`src/rtl/dmem_port_if.sv`:
```
// Bundle of the data-memory arbiter's requester and memory buses.
// The slave modport is the arbiter. The master modport is the core, accelerator and memory side.
interface dmem_port_if #(
  parameter int AW = 32
);
  // Zero-latency request/grant. A requester raises req and holds we/addr/wdata
  // stable. A core access completes in a cycle where req && !stall. An
  // accelerator beat completes in a cycle where acc_req && acc_gnt. Read data
  // returns exactly one cycle later, flagged by that requester's rvalid.
  logic          core_req;
  logic          core_we;
  logic [AW-1:0] core_addr;
  logic [31:0]   core_wdata;
  logic [3:0]    core_wmask;
  logic          core_flush;
  logic          core_stall;
  logic          core_rvalid;
  logic [31:0]   core_rdata;

  logic          acc_req;
  logic          acc_we;
  logic [AW-1:0] acc_addr;
  logic [31:0]   acc_wdata;
  logic          acc_gnt;
  logic          acc_rvalid;
  logic [31:0]   acc_rdata;

  logic          mem_en;
  logic          mem_we;
  logic [AW-1:0] mem_addr;
  logic [31:0]   mem_wdata;
  logic [3:0]    mem_wmask;
  logic [31:0]   mem_rdata;

  modport master (
    output core_req, core_we, core_addr, core_wdata, core_wmask, core_flush,
    input  core_stall, core_rvalid, core_rdata,
    output acc_req, acc_we, acc_addr, acc_wdata,
    input  acc_gnt, acc_rvalid, acc_rdata,
    input  mem_en, mem_we, mem_addr, mem_wdata, mem_wmask,
    output mem_rdata
  );

  modport slave (
    input  core_req, core_we, core_addr, core_wdata, core_wmask, core_flush,
    output core_stall, core_rvalid, core_rdata,
    input  acc_req, acc_we, acc_addr, acc_wdata,
    output acc_gnt, acc_rvalid, acc_rdata,
    output mem_en, mem_we, mem_addr, mem_wdata, mem_wmask,
    input  mem_rdata
  );
endinterface

```
`src/rtl/dmem_port_arbiter.sv`:
```
// Single-port data memory arbiter: the core has priority, and a starvation counter
// forces an accelerator beat. The arbiter routes one-cycle read returns to the issuing requester.
module dmem_port_arbiter #(
  parameter int STARVE_LIMIT = 4,
  parameter int AW           = 32
) (
  input  logic                               clk,
  input  logic                               reset,
  dmem_port_if.slave                         bus,
  output logic [$clog2(STARVE_LIMIT+1)-1:0] dbg_wait_cnt,
  output logic [1:0]                         dbg_grant,
  output logic                               dbg_rd_pend,
  output logic                               dbg_rd_owner
);
  localparam int            CW    = $clog2(STARVE_LIMIT + 1);
  localparam logic [CW-1:0] LIMIT = CW'(STARVE_LIMIT);

  localparam logic [1:0] GNT_NONE = 2'd0;
  localparam logic [1:0] GNT_CORE = 2'd1;
  localparam logic [1:0] GNT_ACC  = 2'd2;

  logic [CW-1:0] wait_cnt;
  logic          rd_pend;
  logic          rd_owner;
  logic          creq;
  logic          force_acc;
  logic [1:0]    grant;
  logic          core_wins;
  logic          acc_wins;
  logic          rd_grant;
  logic [AW-1:0] addr_mux;

  // The starvation force outranks the core, and a flushed core never competes.
  always_comb begin
    creq      = bus.core_req && !bus.core_flush;
    force_acc = bus.acc_req && (wait_cnt == LIMIT);
    grant     = GNT_NONE;
    if (reset)            grant = GNT_NONE;
    else if (force_acc)   grant = GNT_ACC;
    else if (creq)        grant = GNT_CORE;
    else if (bus.acc_req) grant = GNT_ACC;
  end

  assign core_wins = (grant == GNT_CORE);
  assign acc_wins  = (grant == GNT_ACC);
  assign rd_grant  = (core_wins && !bus.core_we) || (acc_wins && !bus.acc_we);

  assign bus.acc_gnt    = acc_wins;
  assign bus.core_stall = !reset && creq && !core_wins;

  always_comb begin
    bus.mem_en    = (grant != GNT_NONE);
    bus.mem_we    = 1'b0;
    addr_mux      = '0;
    bus.mem_wdata = '0;
    bus.mem_wmask = '0;
    case (grant)
      GNT_CORE: begin
        bus.mem_we    = bus.core_we;
        addr_mux      = bus.core_addr;
        bus.mem_wdata = bus.core_wdata;
        bus.mem_wmask = bus.core_wmask;
      end
      GNT_ACC: begin
        bus.mem_we    = bus.acc_we;
        addr_mux      = bus.acc_addr;
        bus.mem_wdata = bus.acc_wdata;
        bus.mem_wmask = 4'hF;
      end
      default: ;
    endcase
  end

  assign bus.mem_addr = addr_mux;

  // The counter holds at LIMIT until the accelerator is actually granted.
  always_ff @(posedge clk) begin
    if (reset) begin
      wait_cnt <= '0;
    end else if (!bus.acc_req || acc_wins) begin
      wait_cnt <= '0;
    end else if (wait_cnt != LIMIT) begin
      wait_cnt <= wait_cnt + CW'(1);
    end
  end

  always_ff @(posedge clk) begin
    if (reset) begin
      rd_pend  <= 1'b0;
      rd_owner <= 1'b0;
    end else begin
      rd_pend <= rd_grant;
      if (rd_grant) rd_owner <= acc_wins;
    end
  end

  // Masking with reset drops a return that was in flight when reset arrived.
  assign bus.core_rvalid = !reset && rd_pend && !rd_owner;
  assign bus.acc_rvalid  = !reset && rd_pend && rd_owner;
  assign bus.core_rdata  = bus.mem_rdata;
  assign bus.acc_rdata   = bus.mem_rdata;

  assign dbg_wait_cnt = reset ? '0 : wait_cnt;
  assign dbg_grant    = grant;
  assign dbg_rd_pend  = rd_pend;
  assign dbg_rd_owner = rd_owner;
endmodule

```
`src/flat_wrapper.sv`:
```
// flat-port wrapper written by rule: the top's interface ports become plain ports
module dmem_port_arbiter_flat 
#(
  parameter int STARVE_LIMIT = 4,
  parameter int AW           = 32
)
  (clk, reset, dbg_wait_cnt, dbg_grant, dbg_rd_pend, dbg_rd_owner, bus_core_req, bus_core_we, bus_core_addr, bus_core_wdata, bus_core_wmask, bus_core_flush, bus_core_stall, bus_core_rvalid, bus_core_rdata, bus_acc_req, bus_acc_we, bus_acc_addr, bus_acc_wdata, bus_acc_gnt, bus_acc_rvalid, bus_acc_rdata, bus_mem_en, bus_mem_we, bus_mem_addr, bus_mem_wdata, bus_mem_wmask, bus_mem_rdata);
  dmem_port_if #(.AW(AW)) bus_i ();
  input  logic clk;
  input  logic reset;
  output logic [$clog2(STARVE_LIMIT+1)-1:0] dbg_wait_cnt;
  output logic [1:0] dbg_grant;
  output logic dbg_rd_pend;
  output logic dbg_rd_owner;
  input wire logic [$bits(bus_i.core_req)-1:0] bus_core_req;
  input wire logic [$bits(bus_i.core_we)-1:0] bus_core_we;
  input wire logic [$bits(bus_i.core_addr)-1:0] bus_core_addr;
  input wire logic [$bits(bus_i.core_wdata)-1:0] bus_core_wdata;
  input wire logic [$bits(bus_i.core_wmask)-1:0] bus_core_wmask;
  input wire logic [$bits(bus_i.core_flush)-1:0] bus_core_flush;
  output wire logic [$bits(bus_i.core_stall)-1:0] bus_core_stall;
  output wire logic [$bits(bus_i.core_rvalid)-1:0] bus_core_rvalid;
  output wire logic [$bits(bus_i.core_rdata)-1:0] bus_core_rdata;
  input wire logic [$bits(bus_i.acc_req)-1:0] bus_acc_req;
  input wire logic [$bits(bus_i.acc_we)-1:0] bus_acc_we;
  input wire logic [$bits(bus_i.acc_addr)-1:0] bus_acc_addr;
  input wire logic [$bits(bus_i.acc_wdata)-1:0] bus_acc_wdata;
  output wire logic [$bits(bus_i.acc_gnt)-1:0] bus_acc_gnt;
  output wire logic [$bits(bus_i.acc_rvalid)-1:0] bus_acc_rvalid;
  output wire logic [$bits(bus_i.acc_rdata)-1:0] bus_acc_rdata;
  output wire logic [$bits(bus_i.mem_en)-1:0] bus_mem_en;
  output wire logic [$bits(bus_i.mem_we)-1:0] bus_mem_we;
  output wire logic [$bits(bus_i.mem_addr)-1:0] bus_mem_addr;
  output wire logic [$bits(bus_i.mem_wdata)-1:0] bus_mem_wdata;
  output wire logic [$bits(bus_i.mem_wmask)-1:0] bus_mem_wmask;
  input wire logic [$bits(bus_i.mem_rdata)-1:0] bus_mem_rdata;
  assign bus_i.core_req = bus_core_req;
  assign bus_i.core_we = bus_core_we;
  assign bus_i.core_addr = bus_core_addr;
  assign bus_i.core_wdata = bus_core_wdata;
  assign bus_i.core_wmask = bus_core_wmask;
  assign bus_i.core_flush = bus_core_flush;
  assign bus_core_stall = bus_i.core_stall;
  assign bus_core_rvalid = bus_i.core_rvalid;
  assign bus_core_rdata = bus_i.core_rdata;
  assign bus_i.acc_req = bus_acc_req;
  assign bus_i.acc_we = bus_acc_we;
  assign bus_i.acc_addr = bus_acc_addr;
  assign bus_i.acc_wdata = bus_acc_wdata;
  assign bus_acc_gnt = bus_i.acc_gnt;
  assign bus_acc_rvalid = bus_i.acc_rvalid;
  assign bus_acc_rdata = bus_i.acc_rdata;
  assign bus_mem_en = bus_i.mem_en;
  assign bus_mem_we = bus_i.mem_we;
  assign bus_mem_addr = bus_i.mem_addr;
  assign bus_mem_wdata = bus_i.mem_wdata;
  assign bus_mem_wmask = bus_i.mem_wmask;
  assign bus_i.mem_rdata = bus_mem_rdata;
  dmem_port_arbiter #(.STARVE_LIMIT(STARVE_LIMIT), .AW(AW)) u_core (.clk(clk), .reset(reset), .bus(bus_i), .dbg_wait_cnt(dbg_wait_cnt), .dbg_grant(dbg_grant), .dbg_rd_pend(dbg_rd_pend), .dbg_rd_owner(dbg_rd_owner));
endmodule
```
`config.mk`:
```
export PLATFORM = sky130hd
export DESIGN_NAME = dmem_port_arbiter_flat
export DESIGN_NICKNAME = d
export VERILOG_FILES = /design/src/rtl/dmem_port_if.sv /design/src/rtl/dmem_port_arbiter.sv /design/src/flat_wrapper.sv
export SDC_FILE = /design/constraint.sdc
export NUM_CORES = 1
export LEC_CHECK = 0
export ABC_AREA = 1
export CAP_MARGIN = 10
export CORE_AREA = 2 2 121 123
export CTS_BUF_LIST = sky130_fd_sc_hd__clkbuf_8
export DETAILED_ROUTE_END_ITERATION = 12
export DIE_AREA = 0 0 123 125
export GPL_TIMING_DRIVEN = 0
export RECOVER_POWER = 50
export SLEW_MARGIN = 20
export SYNTH_ARGS = -nofsm -noshare
export SYNTH_HDL_FRONTEND = slang
export SYNTH_SLANG_ARGS = --single-unit
export TNS_END_PERCENT = 5
```
`constraint.sdc`:
```
create_clock -name clk -period 5.6 [get_ports clk]
set_input_delay 1.12 -clock clk [delete_from_list [all_inputs] [get_ports clk]]
set_output_delay 1.12 -clock clk [all_outputs]
set_load 0.02 [all_outputs]
```
==> summary.md, run 1 <==
| Metric | Value |
|---|---|
| Most used routing layer in global routing | `met2` |
| Clk_skew | `0.00155 ns` |
| Crit path launch | `reset` |
| Sink Count | `5` |
| Cell taking the most area after synthesis | `buf_4` |
| N_diodes | `0` |
| Most used cell, CP | `nand2_1` |
| Worst-Margin Slew | `0.552 ns` |
| Nets | `815` |
| CP top delay family | `buffers and inverters` |
| Postcts setup bufs | `0` |
| Gate power share | `75.6%` |
| Status | `complete, no violations` |
| Setup-failing EPs final | `0` |
| Total GRT Usage | `12.7%` |
| Die height | `125 µm` |
| Leakage | `1.91 nW` |
| Row cnt | `44` |
| Post-synthesis cell area | `1840 µm²` |
| Psw | `159 µW` |
| Share of the synthesized area in the top cell type | `32.2%` |
| Total CTS buffers | `3` |
| ANT nets after route | `0` |
| Mean routed wirelength per cell | `13.0 µm` |
| Sw Share | `36.8%` |
| Vias | `3075` |
| Boundary Pins | `316` |
| RR Startpoint | `u_core.wait_cnt[0]` |
| Root buffer cell | `clkbuf_8` |
| Routed WL | `10700 µm` |
| Max-slew violations | `0` |
| Initial DRC Count | `65` |
| Die area | `15400 µm²` |
| Share of cells above drive strength 1 | `13.2%` |
| Worst setup path category | `input port to output port` |
| CP required | `4.48 ns` |
| Number of remaining DRC errors | `0` |
| VDD IR-drop max | `127 µV` |
| Clock share of power | `15.5%` |
| Resized cells post-CTS | `0` |
| Clock transition at path regs | `0.04 ns` |
| Worst Path Buf+Inv | `5` |
| Hold Buf Count CTS | `0` |
| Total congestion overflow | `0` |
| Synth cell types | `12` |
| Initial antenna violation count | `0` |
| HP Class | `register to register` |
| P_int | `273 µW` |
| Asr flop ratio synth | `0%` |
| Achievable Freq | `0.197 GHz` |
| Longest Clk Path Bufs | `2` |
| Largest net degree at the start of global routing | `11` |
| Crit end category | `output port` |
| DPL Wire Length | `9080 µm` |
| Syn-to-layout area delta | `168%` |
| GR Layer Usage met3 | `2.42%` |
| Hold Vio Cnt, Final | `0` |
| Warnings, synthesis | `0` |
| Number of global-route vias before repair | `2945` |
| Post-route minimum period | `5.08 ns` |
| Setup Total Neg Slack | `0 ns` |
| Core area | `14200 µm²` |
| Pwr dens | `87.3 nW/µm²` |
| First-pass GRT wire length | `15300 µm` |
| Met2 Use GR | `24.9%` |
| Mapped Cells | `350` |
| Placed Area | `4910 µm²` |
| Hold slack | `0.489 ns` |
| Die X | `123 µm` |
| Clock latency on the worst-skew pair | `0.22 ns` |
| Startpoint Class | `input port` |
| Syn_area_per_cell | `5.27 µm²` |
| Top post-synthesis cells by area | `buf_4, nand2_1, a21oi_1, dfxtp_1, ha_1` |
| RSZ-0062 raised after global routing | `no` |
| Crit-path slowest cell | `clkdlybuf4s50_1` |
| Placer Congestion | `0.742` |
| Clock tree from TritonCTS | `yes` |
| Max cap viols | `0` |
| Port bufs | `283` |
| CP arrival | `3.96 ns` |
| Met1 global-route usage | `14.3%` |
| Worst path max stage delay | `0.65 ns` |
| Synth top cells by count | `nand2_1, buf_4, a21oi_1` |
| Post-route cell area | `4950 µm²` |
| Top_reg_cell synth | `dfxtp_1` |
| Vias per inst | `3.75` |
| Final period util | `90.7%` |
| Crit-path cells | `dlygate4sd3_1 > inv_1 > nand2_1 > nor2_1 > ha_1 > clkbuf_1 > buf_4 > nand2_1 > a21oi_1 > clkdlybuf4s50_1` |
| H-tree depth | `1` |
| Yosys reg bits | `5` |
| Most common cell in the netlist | `nand2_1` |
| Initial Util | `13.0%` |
| Sequential area share after synthesis | `5.43%` |
| Drt pass-1 iters | `4` |
| Min-delay src | `u_core.wait_cnt[1]` |
| Post-synth net total | `527` |
| Seq pwr share | `8.9%` |
| Max FO, Critical Path | `10` |
| Slew HR | `63.2%` |
| EDFF count, synth | `0` |
| R2R Setup Slk | `3.41 ns` |
through the flow:
stage	total power, mW	utilization, %	std cells	worst slack, ns
CTS	0.449	34.9	821	0.547
finish	0.432	34.8	821	0.520
global route	0.461	34.8	821	0.223
detailed placement	0.380	34.5	817	0.539
floorplan	0.181	-	350	1.62
global placement	0.380	34.5	817	0.538
layout make-up:
type	instances	area, µm²
plain buffers	86	618
clock buffers	3	41.3
clock inverters	1	3.75
fillers	1542	9260
inverters	19	71.3
multi-input cells	240	1050
flip-flops and latches	5	100
well taps	184	230
repair buffers	283	2830
tightest hold or removal path: stages, from the launching register on:
cell,delay [ns]
dfxtp_1,0.32
nand2_1,0.07
a21oi_1,0.05
path summary, 6_finish.rpt:
check                   endpoint  cells after the start
max             bus_mem_addr[31]                     10
min           u_core.wait_cnt[1]                      2
max reg2reg  u_core.dbg_rd_owner                     10
min reg2reg   u_core.wait_cnt[1]                      2
power by group through the flow:
stage / logic, mW / clock network (mW) / registers, mW
after global placement: 0.341 / 0 / 0.0389
after floorplan: 0.142 / 0 / 0.0395
final: 0.326 / 0.0670 / 0.0384
after CTS: 0.343 / 0.0678 / 0.0384
after global routing: 0.351 / 0.0717 / 0.0386
after detailed placement: 0.341 / 0 / 0.0389
cells by family after synthesis:
kind of cell / Yosys count / synth area share, %
buffers and inverters: 105 / 37.6
AND/OR/NAND/NOR: 160 / 32.8
adder cells (fa/ha/maj): 6 / 4.07
AO/OA/AOI/OAI: 74 / 20.1
flip-flops: 5 / 5.43
placed cells by master (no fill, tap or decap):
cell,n
dfxtp_1,5
a21oi_1,74
inv_2,1
inv_1,19
buf_2,2
clkdlybuf4s50_1,212
nand2_1,147
nor2_1,9
ha_1,6
buf_4,78
dlygate4sd3_1,71
nor3_1,2
clkbuf_1,6
nand3_1,2
clkbuf_8,3
per-layer routing:
| layer | share of wire (%) | routed length (µm) |
|---|---|---|
| met3 | 8.8 | 938 |
| met5 | 0 | 0 |
| met1 | 38 | 4060 |
| met2 | 53 | 5670 |
| met4 | 0.25 | 27 |
registers in the layout, summed over array words and instances, names as in the netlist:
register             count
u_core.dbg_rd_owner      1
u_core.dbg_rd_pend       1
u_core.wait_cnt          3
No activity file was read; power rests on OpenSTA's default activity.
==> run 2: changes to the inputs <==
ABC_AREA = 0   (was 1)
CORE_AREA = 4 4 122 124   (was 2 2 121 123)
DIE_AREA = 0 0 126 128   (was 0 0 123 125)
==> run 2 against run 1 <==
Effect of this change:
- combinational power is 6% higher
- largest cell class unchanged
- cell count is 10% lower
- area after synthesis is 3.5% higher
==> summary.md, run 2 <==
| Metric | Value |
|---|---|
| Status | `complete, no violations` |
| Nets | `734 (-9.9%)` |
| Pwr dens | `89.6 nW/µm² (+2.6%)` |
| Seq pwr share | `8.5% (-0.4 points)` |
| Achievable Freq | `0.187 GHz (-5.2%)` |
| Syn-to-layout area delta | `162%` |
| Sink Count | `5 (unchanged)` |
| Die area | `16100 µm² (+4.9%)` |
| Mapped Cells | `270 (-23%)` |
| Crit path capture | `bus_mem_wmask[1]` |
| Die X | `126 µm (+2.4%)` |
| Vias per inst | `4.05 (+8.1%)` |
| Initial antenna violation count | `0 (unchanged)` |
| Max-slew violations | `0 (unchanged)` |
| Number of global-route vias before repair | `3207 (+8.9%)` |
| Min-delay src | `u_core.wait_cnt[1]` |
| N_diodes | `0 (unchanged)` |
| RSZ-0062 raised after global routing | `no` |
| P_int | `290 µW (+6.2%)` |
| Root buffer cell | `clkbuf_8` |
| Routed WL | `11800 µm (+9.9%)` |
| Max FO, Critical Path | `10 (unchanged)` |
| Post-route minimum period | `5.36 ns (+0.281 ns)` |
| Setup Total Neg Slack | `0 ns (unchanged)` |
| Port bufs | `282 (-0.35%)` |
| Setup-failing EPs final | `0 (unchanged)` |
| Worst setup path category | `input port to output port` |
| Psw | `158 µW (-0.61%)` |
| Most frequent cells in the layout | `clkdlybuf4s50_1, nor2b_1, dlygate4sd3_1` |
| Syn_area_per_cell | `7.07 µm² (+34%)` |
| VDD IR-drop max | `70.9 µV (-44%)` |
| Leakage | `1.85 nW (-3.2%)` |
| Most common cell in the netlist | `nor2b_1` |
| Asr flop ratio synth | `0% (unchanged)` |
| Total congestion overflow | `0 (unchanged)` |
| Hold Buf Count CTS | `0 (unchanged)` |
| Hold Vio Cnt, Final | `0 (unchanged)` |
| R2r worst-path depth | `8 (-2)` |
| Crit path launch | `bus_core_req` |
| H-tree depth | `1 (unchanged)` |
| Sequential area share after synthesis | `5.24% (-0.18 points)` |
| CP arrival | `4.24 ns (+0.28 ns)` |
| Worst-Margin Slew | `0.524 ns (-0.0279 ns)` |
| Commonest non-fill, non-tap cell in the layout | `clkdlybuf4s50_1` |
| Drt pass-1 iters | `5 (+1)` |
| Multi-input combinational cell area | `1200 µm² (+14%)` |
| R2R Setup Slk | `3.62 ns (+0.21 ns)` |
| Clock tree from TritonCTS | `yes` |
| ANT nets after route | `0 (unchanged)` |
| Sw Share | `35.3% (-1.5 points)` |
| Cell taking the most area after synthesis | `a22oi_1` |
| Initial Util | `13.9% (+0.88 points)` |
| Yosys reg bits | `5 (unchanged)` |
| Clock latency on the worst-skew pair | `0.22 ns (about the same)` |
| Post-synth net total | `447 (-15%)` |
| Slew HR | `65.0% (+1.9 points)` |
| Post-synthesis cell area | `1910 µm² (+3.5%)` |
| Die height | `128 µm (+2.4%)` |
| Max cap viols | `0 (unchanged)` |
| Crit end category | `output port` |
| RR Startpoint | `u_core.wait_cnt[0]` |
| Startpoint Class | `input port` |
| Max FFs per register | `3 (unchanged)` |
| Worst reg2reg path endpoint | `u_core.wait_cnt[2]` |
| CP required | `4.48 ns (about the same)` |
| Largest net degree at the start of global routing | `11 (unchanged)` |
| Storage cell area | `100 µm² (unchanged)` |
| Synth cell types | `26 (+14)` |
| Clk_skew | `0.00184 ns (+0.000293 ns)` |
| HP Class | `register to register` |
| Share of the synthesized area in the top cell type | `26.0% (-6.2 points)` |
| First-pass GRT wire length | `17200 µm (+13%)` |
| Boundary Pins | `316 (unchanged)` |
| Number of remaining DRC errors | `0 (unchanged)` |
| Longest Clk Path Bufs | `2 (unchanged)` |
| Hold slack | `0.517 ns (+0.0276 ns)` |
| Final period util | `95.7% (+5.0 points)` |
| Total CTS buffers | `3 (unchanged)` |
| Total GRT Usage | `13.1% (+0.46 points)` |
| Postcts setup bufs | `0 (unchanged)` |
| Most flops, register | `u_core.wait_cnt` |
| Clock transition at path regs | `0.04 ns (about the same)` |
| Share of cells above drive strength 1 | `15.3% (+2.1 points)` |
| Synth top cells by count | `nor2b_1, a22oi_1, buf_4` |
| Row cnt | `43 (-2.3%)` |
| Initial DRC Count | `70 (+7.7%)` |
| Resized cells post-CTS | `0 (unchanged)` |
| Vias | `2979 (-3.1%)` |
| Top_reg_cell synth | `dfxtp_1` |
| Gate power share | `77.0% (+1.4 points)` |
| Layout fillers | `1433 (-7.1%)` |
| Clock share of power | `14.6% (-0.9 points)` |
| Warnings, synthesis | `0 (unchanged)` |
| Core area | `13800 µm² (-3.0%)` |
| Mean routed wirelength per cell | `16.0 µm (+23%)` |
| Top post-synthesis cells by area | `a22oi_1, buf_4, nor2b_1, dfxtp_1, ha_1` |
| Placer Congestion | `0.860 (+16%)` |
| DPL Wire Length | `10100 µm (+11%)` |
| EDFF count, synth | `0 (unchanged)` |
run 2: final cells by class:
type | count | area share [%]
clock buffer | 3 | 0.826
buffer | 87 | 11.8
multi-input combinational | 172 | 23.9
tap | 180 | 4.50
clock inverter | 1 | 0.0751
timing repair buffer | 282 | 56.5
sequential | 5 | 2.00
inverter | 6 | 0.450
run 2: power by group through the flow:
stage	registers, mW	logic, mW	clock network (mW)
final	0.0379	0.345	0.0652
after global routing	0.0381	0.368	0.0680
after CTS	0.0379	0.360	0.0678
after detailed placement	0.0384	0.358	0
after global placement	0.0385	0.355	0
after floorplan	0.0387	0.156	0
run 2: worst min-delay path by stage:
stage	slack, ns	cells past startpoint	end
2_1_floorplan	0.47	2	u_core.wait_cnt[1]
3_3_place_gp	0.49	2	u_core.wait_cnt[1]
3_5_place_dp	0.51	2	u_core.dbg_rd_owner
4_1_cts	0.52	2	u_core.wait_cnt[1]
5_1_grt	0.55	2	u_core.wait_cnt[1]
6_report	0.52	2	u_core.wait_cnt[1]
run 2: critical path, stage by stage:
cell and delay, ns:
clkdlybuf4s50_1 0.48, or3b_1 0.39, a31o_4 0.24, ha_1 0.48, buf_2 0.36, clkbuf_1 0.34
nor2b_1 0.20, clkdlybuf4s50_1 0.63
run 2: routing by layer:
| layer | share of wire, % | GRT usage [%] |
|---|---|---|
| met4 | 0.88 | 1.89 |
| met3 | 9.2 | 3.79 |
| met5 | 0 | 0 |
| met2 | 53 | 25.4 |
| met1 | 37 | 14.3 |
run 2: through the flow:
step	instance area (µm²)	util, %	std cells	worst slack [ns]	total power, mW
final	5000	36.3	736	0.239	0.448
after global routing	5000	36.3	736	0.0398	0.474
after CTS	5000	36.3	736	0.168	0.465
after detailed placement	4960	36.0	732	0.177	0.396
after global placement	4960	36.0	732	0.191	0.394
after floorplan	1910	-	270	1.47	0.194
run 2: cells by family (layout without fill, tap and decap cells):
family	count (synthesis)	in the layout	synth area share [%]
buffers and inverters	93	379	32.0
AOI/OAI and AO/OA	72	72	28.2
DFF	5	5	5.24
adders and majority gates	6	6	3.93
muxes	1	1	0.524
xor gates and xnor gates	1	1	0.459
and+or+nand+nor	92	92	29.7
